==> src/rtl/const_rom_arbiter.sv <==
// Two-requester read arbiter for the shared n_squared/k constant BRAM.
// Define CONST_ROM_ARBITER_FIXED_PRIO_EN to make requester 0 always win contention.
module const_rom_arbiter #(
    parameter int REGISTER_SIZE = 32,
    parameter int NUM_BLOCKS    = 128,
    parameter int MEM_LATENCY   = 2
) (
    input  logic                              clk_in,
    input  logic                              rst_in,
    input  logic [1:0]                        req_in,
    input  logic [1:0]                        sel_in,
    input  logic [1:0]                        restart_in,
    output logic                              mem_en_out,
    output logic [$clog2(2*NUM_BLOCKS)-1:0]   mem_addr_out,
    input  logic [REGISTER_SIZE-1:0]          mem_data_in,
    output logic [1:0]                        grant_out,
    output logic [REGISTER_SIZE-1:0]          data_out,
    output logic [1:0]                        data_valid_out,
    output logic                              data_last_out,
    output logic [1:0]                        err_out
);

    localparam int AW = $clog2(2*NUM_BLOCKS);
    localparam int IW = (NUM_BLOCKS > 1) ? $clog2(NUM_BLOCKS) : 1;

    logic [1:0]               pending;
    logic [1:0]               psel;
    logic [1:0]               err;
    logic [IW-1:0]            idx [2][2];
    logic [AW-1:0]            addr_q;
    logic [REGISTER_SIZE-1:0] data_q;
    logic [1:0]               issue;
    logic                     gid;
    logic [IW-1:0]            cur_idx;
    logic [AW-1:0]            addr_d;
    logic                     last_d;
    logic [1:0]               vld_pipe  [MEM_LATENCY+1];
    logic                     last_pipe [MEM_LATENCY+1];

`ifndef CONST_ROM_ARBITER_FIXED_PRIO_EN
    // Requester favoured on the next contention; flips only when both pend.
    logic prio;
`endif

    always_comb begin
        issue = 2'b00;
`ifdef CONST_ROM_ARBITER_FIXED_PRIO_EN
        if (pending[0])
            issue = 2'b01;
        else if (pending[1])
            issue = 2'b10;
`else
        if (&pending)
            issue = prio ? 2'b10 : 2'b01;
        else
            issue = pending;
`endif
        gid     = issue[1];
        cur_idx = idx[gid][psel[gid]];
        addr_d  = psel[gid] ? AW'(NUM_BLOCKS) + AW'(cur_idx) : AW'(cur_idx);
        last_d  = (cur_idx == IW'(NUM_BLOCKS - 1));
    end

    assign mem_en_out     = |issue;
    assign grant_out      = issue;
    assign mem_addr_out   = mem_en_out ? addr_d : addr_q;
    assign data_out       = data_q;
    assign data_valid_out = vld_pipe[MEM_LATENCY];
    assign data_last_out  = last_pipe[MEM_LATENCY];
    assign err_out        = err;

    always_ff @(posedge clk_in or posedge rst_in) begin
        if (rst_in) begin
            pending <= 2'b00;
            psel    <= 2'b00;
            err     <= 2'b00;
            addr_q  <= '0;
`ifndef CONST_ROM_ARBITER_FIXED_PRIO_EN
            prio    <= 1'b0;
`endif
            for (int i = 0; i < 2; i++) begin
                idx[i][0] <= '0;
                idx[i][1] <= '0;
            end
        end else begin
            if (mem_en_out)
                addr_q <= addr_d;
`ifndef CONST_ROM_ARBITER_FIXED_PRIO_EN
            if (&pending)
                prio <= ~prio;
`endif
            for (int i = 0; i < 2; i++) begin
                if (issue[i])
                    idx[i][psel[i]] <= (idx[i][psel[i]] == IW'(NUM_BLOCKS - 1))
                                       ? '0 : idx[i][psel[i]] + IW'(1);
                // Restart overrides both the index bump and any new pulse.
                if (restart_in[i]) begin
                    idx[i][0]  <= '0;
                    idx[i][1]  <= '0;
                    pending[i] <= 1'b0;
                end else if (req_in[i]) begin
                    if (pending[i] && !issue[i]) begin
                        err[i] <= 1'b1;
                    end else begin
                        pending[i] <= 1'b1;
                        psel[i]    <= sel_in[i];
                    end
                end else if (issue[i]) begin
                    pending[i] <= 1'b0;
                end
            end
        end
    end

    always_ff @(posedge clk_in or posedge rst_in) begin
        if (rst_in) begin
            data_q <= '0;
            for (int k = 0; k <= MEM_LATENCY; k++) begin
                vld_pipe[k]  <= 2'b00;
                last_pipe[k] <= 1'b0;
            end
        end else begin
            vld_pipe[0]  <= issue;
            last_pipe[0] <= last_d & mem_en_out;
            for (int k = 1; k <= MEM_LATENCY; k++) begin
                vld_pipe[k]  <= vld_pipe[k-1];
                last_pipe[k] <= last_pipe[k-1];
            end
            if (|vld_pipe[MEM_LATENCY-1])
                data_q <= mem_data_in;
        end
    end

endmodule
==> config.mk <==
export PLATFORM = sky130hd
export DESIGN_NAME = const_rom_arbiter
export DESIGN_NICKNAME = d
export VERILOG_FILES = /design/src/rtl/const_rom_arbiter.sv
export SDC_FILE = /design/constraint.sdc
export NUM_CORES = 1
export LEC_CHECK = 0
export CAP_MARGIN = 20
export CORE_ASPECT_RATIO = 1.75
export CORE_MARGIN = 2
export CORE_UTILIZATION = 35
export CTS_BUF_LIST = sky130_fd_sc_hd__clkbuf_8
export DETAILED_ROUTE_END_ITERATION = 10
export DONT_BUFFER_PORTS = 1
export GPL_TIMING_DRIVEN = 0
export HOLD_SLACK_MARGIN = 0.03
export SETUP_SLACK_MARGIN = 0.5
export SLEW_MARGIN = 20
export SYNTH_ARGS = -nofsm -noshare
export SYNTH_HDL_FRONTEND = slang
export SYNTH_SLANG_ARGS = --single-unit
==> constraint.sdc <==
create_clock -name clk_in -period 4.5 [get_ports clk_in]
set_clock_uncertainty 0.05 [all_clocks]
set_input_delay 1.35 -clock clk_in [delete_from_list [all_inputs] [get_ports clk_in]]
set_output_delay 1.35 -clock clk_in [all_outputs]
set_load 0.05 [all_outputs]
After elaboration in Yosys (flattened, before gate mapping). Index checks and enable logic that the tools add are counted.

Register bits: 84. Word-level logic and storage cells: 101.

Magnitude comparators: 7. $add $sub $neg: 3. Bitwise operators: 10. Multiplexer cells: 38. Equality and inequality tests: 5. Reductions and logical operators: 19.

Operator list (number): 14-bit 2-to-1 mux (7); 7-bit 2-to-1 mux (13); 14-bit bitwise mux (2); 7-bit equality test (second input constant) (3); 8-bit 2-to-1 mux (2); 7-bit by 1-bit adder with 7-bit output (second input constant) (2); 7-bit demux with 1-bit select (2); 3-bit AND reduction (4); 1-bit 2-to-1 mux (10); 8-bit by 7-bit adder with 8-bit output (first input constant) (1); 2-bit greater-or-equal comparator (second input constant) (4); 1-bit inverter with 2-bit output (4); 3-bit != test (second input constant) (2); 2-bit AND reduction (3); 3-bit nonzero test (2); 1-bit inverter (5); 1-bit logical AND (4); 2-bit by 1-bit < comparator with 1-bit output (second input constant) (2); 2-bit 2-to-1 mux (2); 2-bit nonzero test (2); 2-bit OR reduction (2); 1-bit zero test (2); 1-bit by 2-bit < comparator with 1-bit output (second input constant) (1); 1-bit bitwise AND (1).

Longest topological paths before layout.
Word-level depth: 12. Mapped depth: 11.

Worst setup path before layout. No wires, ideal clock.

Kind: reg2out. Start: register prio. End: output mem_addr_out[0]. Slack: 415 ps. Data arrival time: 2685 ps. Data required time: 3100 ps. Stages on the path, launching flop included: 7. Path through: dfrtp_1 > buf_2 > o21ai_4 > buf_4 > clkinv_1 > mux2i_1 > o21ai_0.

Cells in the longest elaborated chain, start to end: 12.

RTL lines: start: declaration (line 42) `logic prio;`; start signal: assignment (line 90) `prio <= ~prio;`; 2-bit 2-to-1 mux (*) (line 54) `issue = prio ? 2'b10 : 2'b01;`; 2-bit 2-to-1 mux (*) (line 53) `if (&pending)`; via grant_out[1] (line 16) `output logic [1:0] grant_out,`; 1-bit inverter with 2-bit output (implied by the code) (line 59) `cur_idx = idx[gid][psel[gid]];`; 14-bit 2-to-1 mux (implied by the code) (3 in series) (line 59); 7-bit 2-to-1 mux (implied by the code) (3 in series) (line 59); 8-bit by 7-bit adder with 8-bit output (line 60) `addr_d = psel[gid] ? AW'(NUM_BLOCKS) + AW'(cur_idx) : AW'(cur_idx);`; 8-bit 2-to-1 mux (line 60); 8-bit 2-to-1 mux (*); end: declaration (line 14) `output logic [$clog2(2*NUM_BLOCKS)-1:0] mem_addr_out,`.

Mark *: on every way through the listed nets, which the timed path passes. The rest lies on a longest branch. The select of a mux whose other input is x is not followed.

Worst setup path in the final report.
Start: register pending[0]. End: output mem_addr_out[5].

Cells in the longest elaborated chain, start to end: 12.

RTL lines: start: declaration (line 26) `logic [1:0] pending;`; start signal: assignment (line 74) `pending <= 2'b00;`; start signal: indexed assignment (line 100) `pending[i] <= 1'b0;`; start signal: indexed assignment (line 105) `pending[i] <= 1'b1;`; 2-bit AND reduction (line 53); 2-bit 2-to-1 mux (*) (line 53); 1-bit inverter with 2-bit output (implied by the code) (line 59); 14-bit 2-to-1 mux (implied by the code) (3 in series) (line 59); 7-bit 2-to-1 mux (implied by the code) (3 in series) (line 59); 8-bit by 7-bit adder with 8-bit output (line 60); 8-bit 2-to-1 mux (line 60); 8-bit 2-to-1 mux (*).

Every way passes the cells marked *; elsewhere a longest branch is shown, timed or not. The select of a mux whose other input is x is not followed.

==> flow_metrics.tcl <==
set metrics [dict create \
    outcome "completed" \
    cp_max_fo 8 \
    async_flop_share 1.00 \
    hold_viol_final 0 \
    maxCapViolations 0 \
    power_density_nw_per_um2 479 \
    post_cts_resize_count 4 \
    setup.reg_to_reg.worst_slack_ps 1590 \
    cts_setup_buffers 0 \
    utilization 0.399 \
    start_kind "flip-flop" \
    crit_chain "inv_2 -> o211a_2 -> a21oi_4 -> mux4_2 -> mux2_2" \
    cts_tree "built" \
    slowest_delay_ps 560 \
    viasPerCell 5.30 \
    syn_to_final_growth_pct 11.5 \
    io_pins 88 \
    cts_inserted_buffers 9 \
    synth-seq-cells 84 \
    netlist.area_leader.share 0.549 \
    tns_ps 0 \
    cts_hold_buf 0 \
    drc 0 \
    floorplan.initialDensity 0.358 \
    syn_area_sq_um 3830 \
    syn_inst 341 \
    synth.avg_cell_area_sq_um 11.2 \
    slew_headroom 0.278 \
    worst-slew-pin-transition_ps 1080 \
    core_sq_um 10700 \
    slowest_stage "mux4_2" \
    drive_above_1_share 0.224 \
    yosys.cell_count.top_type "dfrtp_1" \
    dieArea_sq_um 11800 \
    root_buffer "clkbuf_8" \
    first_pass_iters 7 \
    drv_slew 0 \
    synth_commonest_cells "dfrtp_1 (84), nand2_1 (41), mux2_2 (40), nor2_1 (27)" \
    setup_viol 0 \
    period_minus_slack_ps 3860 \
    drtIter0Drc 170 \
    ys_seq_area_frac 0.549 \
    wl_per_cell_um 16.9 \
    diodes 0 \
    cts.clk_slew.worst_paths_ps 90 \
    die_x_um 83.0 \
    rsz0062_at_grt "no" \
    grt_remaining_overflow 0 \
    rows 50 \
    critPathKind "flip-flop to output port" \
    clk_latency_ps 360 \
    htree_levels 3 \
    synthesis.nets 383 \
    cts_num_sinks 84 \
    cp.required_ps 3100 \
    wl_um 8320 \
    grt_start_max_net_pins 50 \
    gp_congestion 0.874 \
    synth_edf_count 0 \
    post-route-period-util 0.857 \
    port_buffers 0 \
    finalInstanceArea_sq_um 4270 \
    synth_top_cell_by_area "dfrtp_1" \
    setup.worst_path.end_class "output port" \
    vias 2606 \
    ir_drop_v 0.000290 \
    antenna_found_initial 0 \
    cts.path.max_buffers 2 \
    synthFlopType "dfrtp_1" \
    synth.lib_cells_used.distinct 47 \
    hold-worst-slack_ps 304 \
    dp_hpwl_um 6290 \
    p_leak_nw 1.79 \
    fmax_mhz 259 \
    post-place-ws_ps 356 \
    synthTopCellsByArea "dfrtp_1 (55%), mux2_2 (12%), nand2_1 (4.0%)" \
    grt_util_all_layers 0.145 \
    antenna_left 0 \
    dpl_cell_area_sq_um 4030 \
    yosys_warnings 0 \
    final.setup.worst_slack_ps 645 \
    grt_first_pass_wirelength_um 13500 \
    die_h_um 142 \
    grt_pass1_vias 2687 \
    hold_class "flip-flop to flip-flop" \
    final_nets 399 \
    worstPathArrival_ps 2460 \
]
## metrics by stage
step | cells | power, mW
2_1_floorplan | 341 | 1.43
3_5_place_dp | 476 | 1.50
5_1_grt | 492 | 2.13
4_1_cts | 492 | 2.07
3_3_place_gp | 471 | 1.48
6_report | 492 | 2.04
## placed cells by master, fill, tap and decap left out, drive strengths merged, types with 3 or more instances in the layout
master	netlist	final
inv	10	12
dfrtp	84	84
nor3	5	5
mux2i	9	9
nand2	41	41
a211oi	5	5
a21oi	13	13
o31ai	3	3
buf	9	14
mux2	40	40
nand2b	7	7
xor2	12	12
nand3b	7	7
o21ai	15	15
nand3	14	14
clkbuf	9	19
nor2	27	27
xnor2	3	3
nand4	3	3
## flip-flops by register name (all words and copies together), names as in the netlist
register        flops
addr_q              8
data_last_out       1
data_out           32
data_valid_out      2
err_out             2
idx                28
last_pipe           2
pending             2
prio                1
psel                2
vld_pipe            4
## report_power, final
group	total (mW)	switching (mW)	internal, mW
Sequential	1.17	0.321	0.848
Combinational	0.313	0.187	0.126
Clock	0.560	0.284	0.276
## critical path, delay by kind of cell, from the launching register on
| family | cells | cell delay, ps |
|---|---|---|
| buf+inv | 1 | 90 |
| mux | 2 | 980 |
| compound gates | 2 | 580 |
| flops | 1 | 460 |
## cells by family after synthesis
logic type	synth area share
XOR/XNOR	0.0343
multiplexers	0.153
buffers and inverters	0.0340
adder cells (fa/ha/maj)	0.00654
AND/OR/NAND/NOR	0.129
flip-flops	0.549
AO/OA/AOI/OAI	0.0935
## final cells by class
| cell class | instances | area [sq um] |
|---|---|---|
| fill | 1028 | 6430 |
| tap | 130 | 163 |
| inverter | 11 | 45.0 |
| clock inverter | 6 | 71.3 |
| buffer | 18 | 88.8 |
| multi-input combinational | 228 | 1620 |
| sequential | 84 | 2100 |
| timing repair buffer | 5 | 38.8 |
| clock buffer | 10 | 138 |
## path summary, 6_finish.rpt
path,startpoint,end,cells past startpoint
setup / recovery,pending[0]$_DFFE_PP0P_,mem_addr_out[5],5
hold / removal,vld_pipe[5]$_DFF_PP0_,vld_pipe[3]$_DFF_PP0_,0
setup reg to reg,psel[0]$_DFFE_PP0P_,idx[14]$_DFFE_PP0P_,11
hold reg to reg,vld_pipe[5]$_DFF_PP0_,vld_pipe[3]$_DFF_PP0_,0
max in group asynchronous,rst_in,data_out[8]$_DFFE_PP0P_,2
min in group asynchronous,rst_in,idx[3]$_DFFE_PP0P_,1
## metal layers
metal | vias to the layer above | global-route usage | routed length [um]
li1 | 1213 | - | -
met1 | 1277 | 0.149 | 2950
met2 | 97 | 0.276 | 4700
met3 | 19 | 0.0360 | 495
met4 | 0 | 0.0638 | 165
met5 | - | 0 | 0
Power figures use the tool's default switching activity.
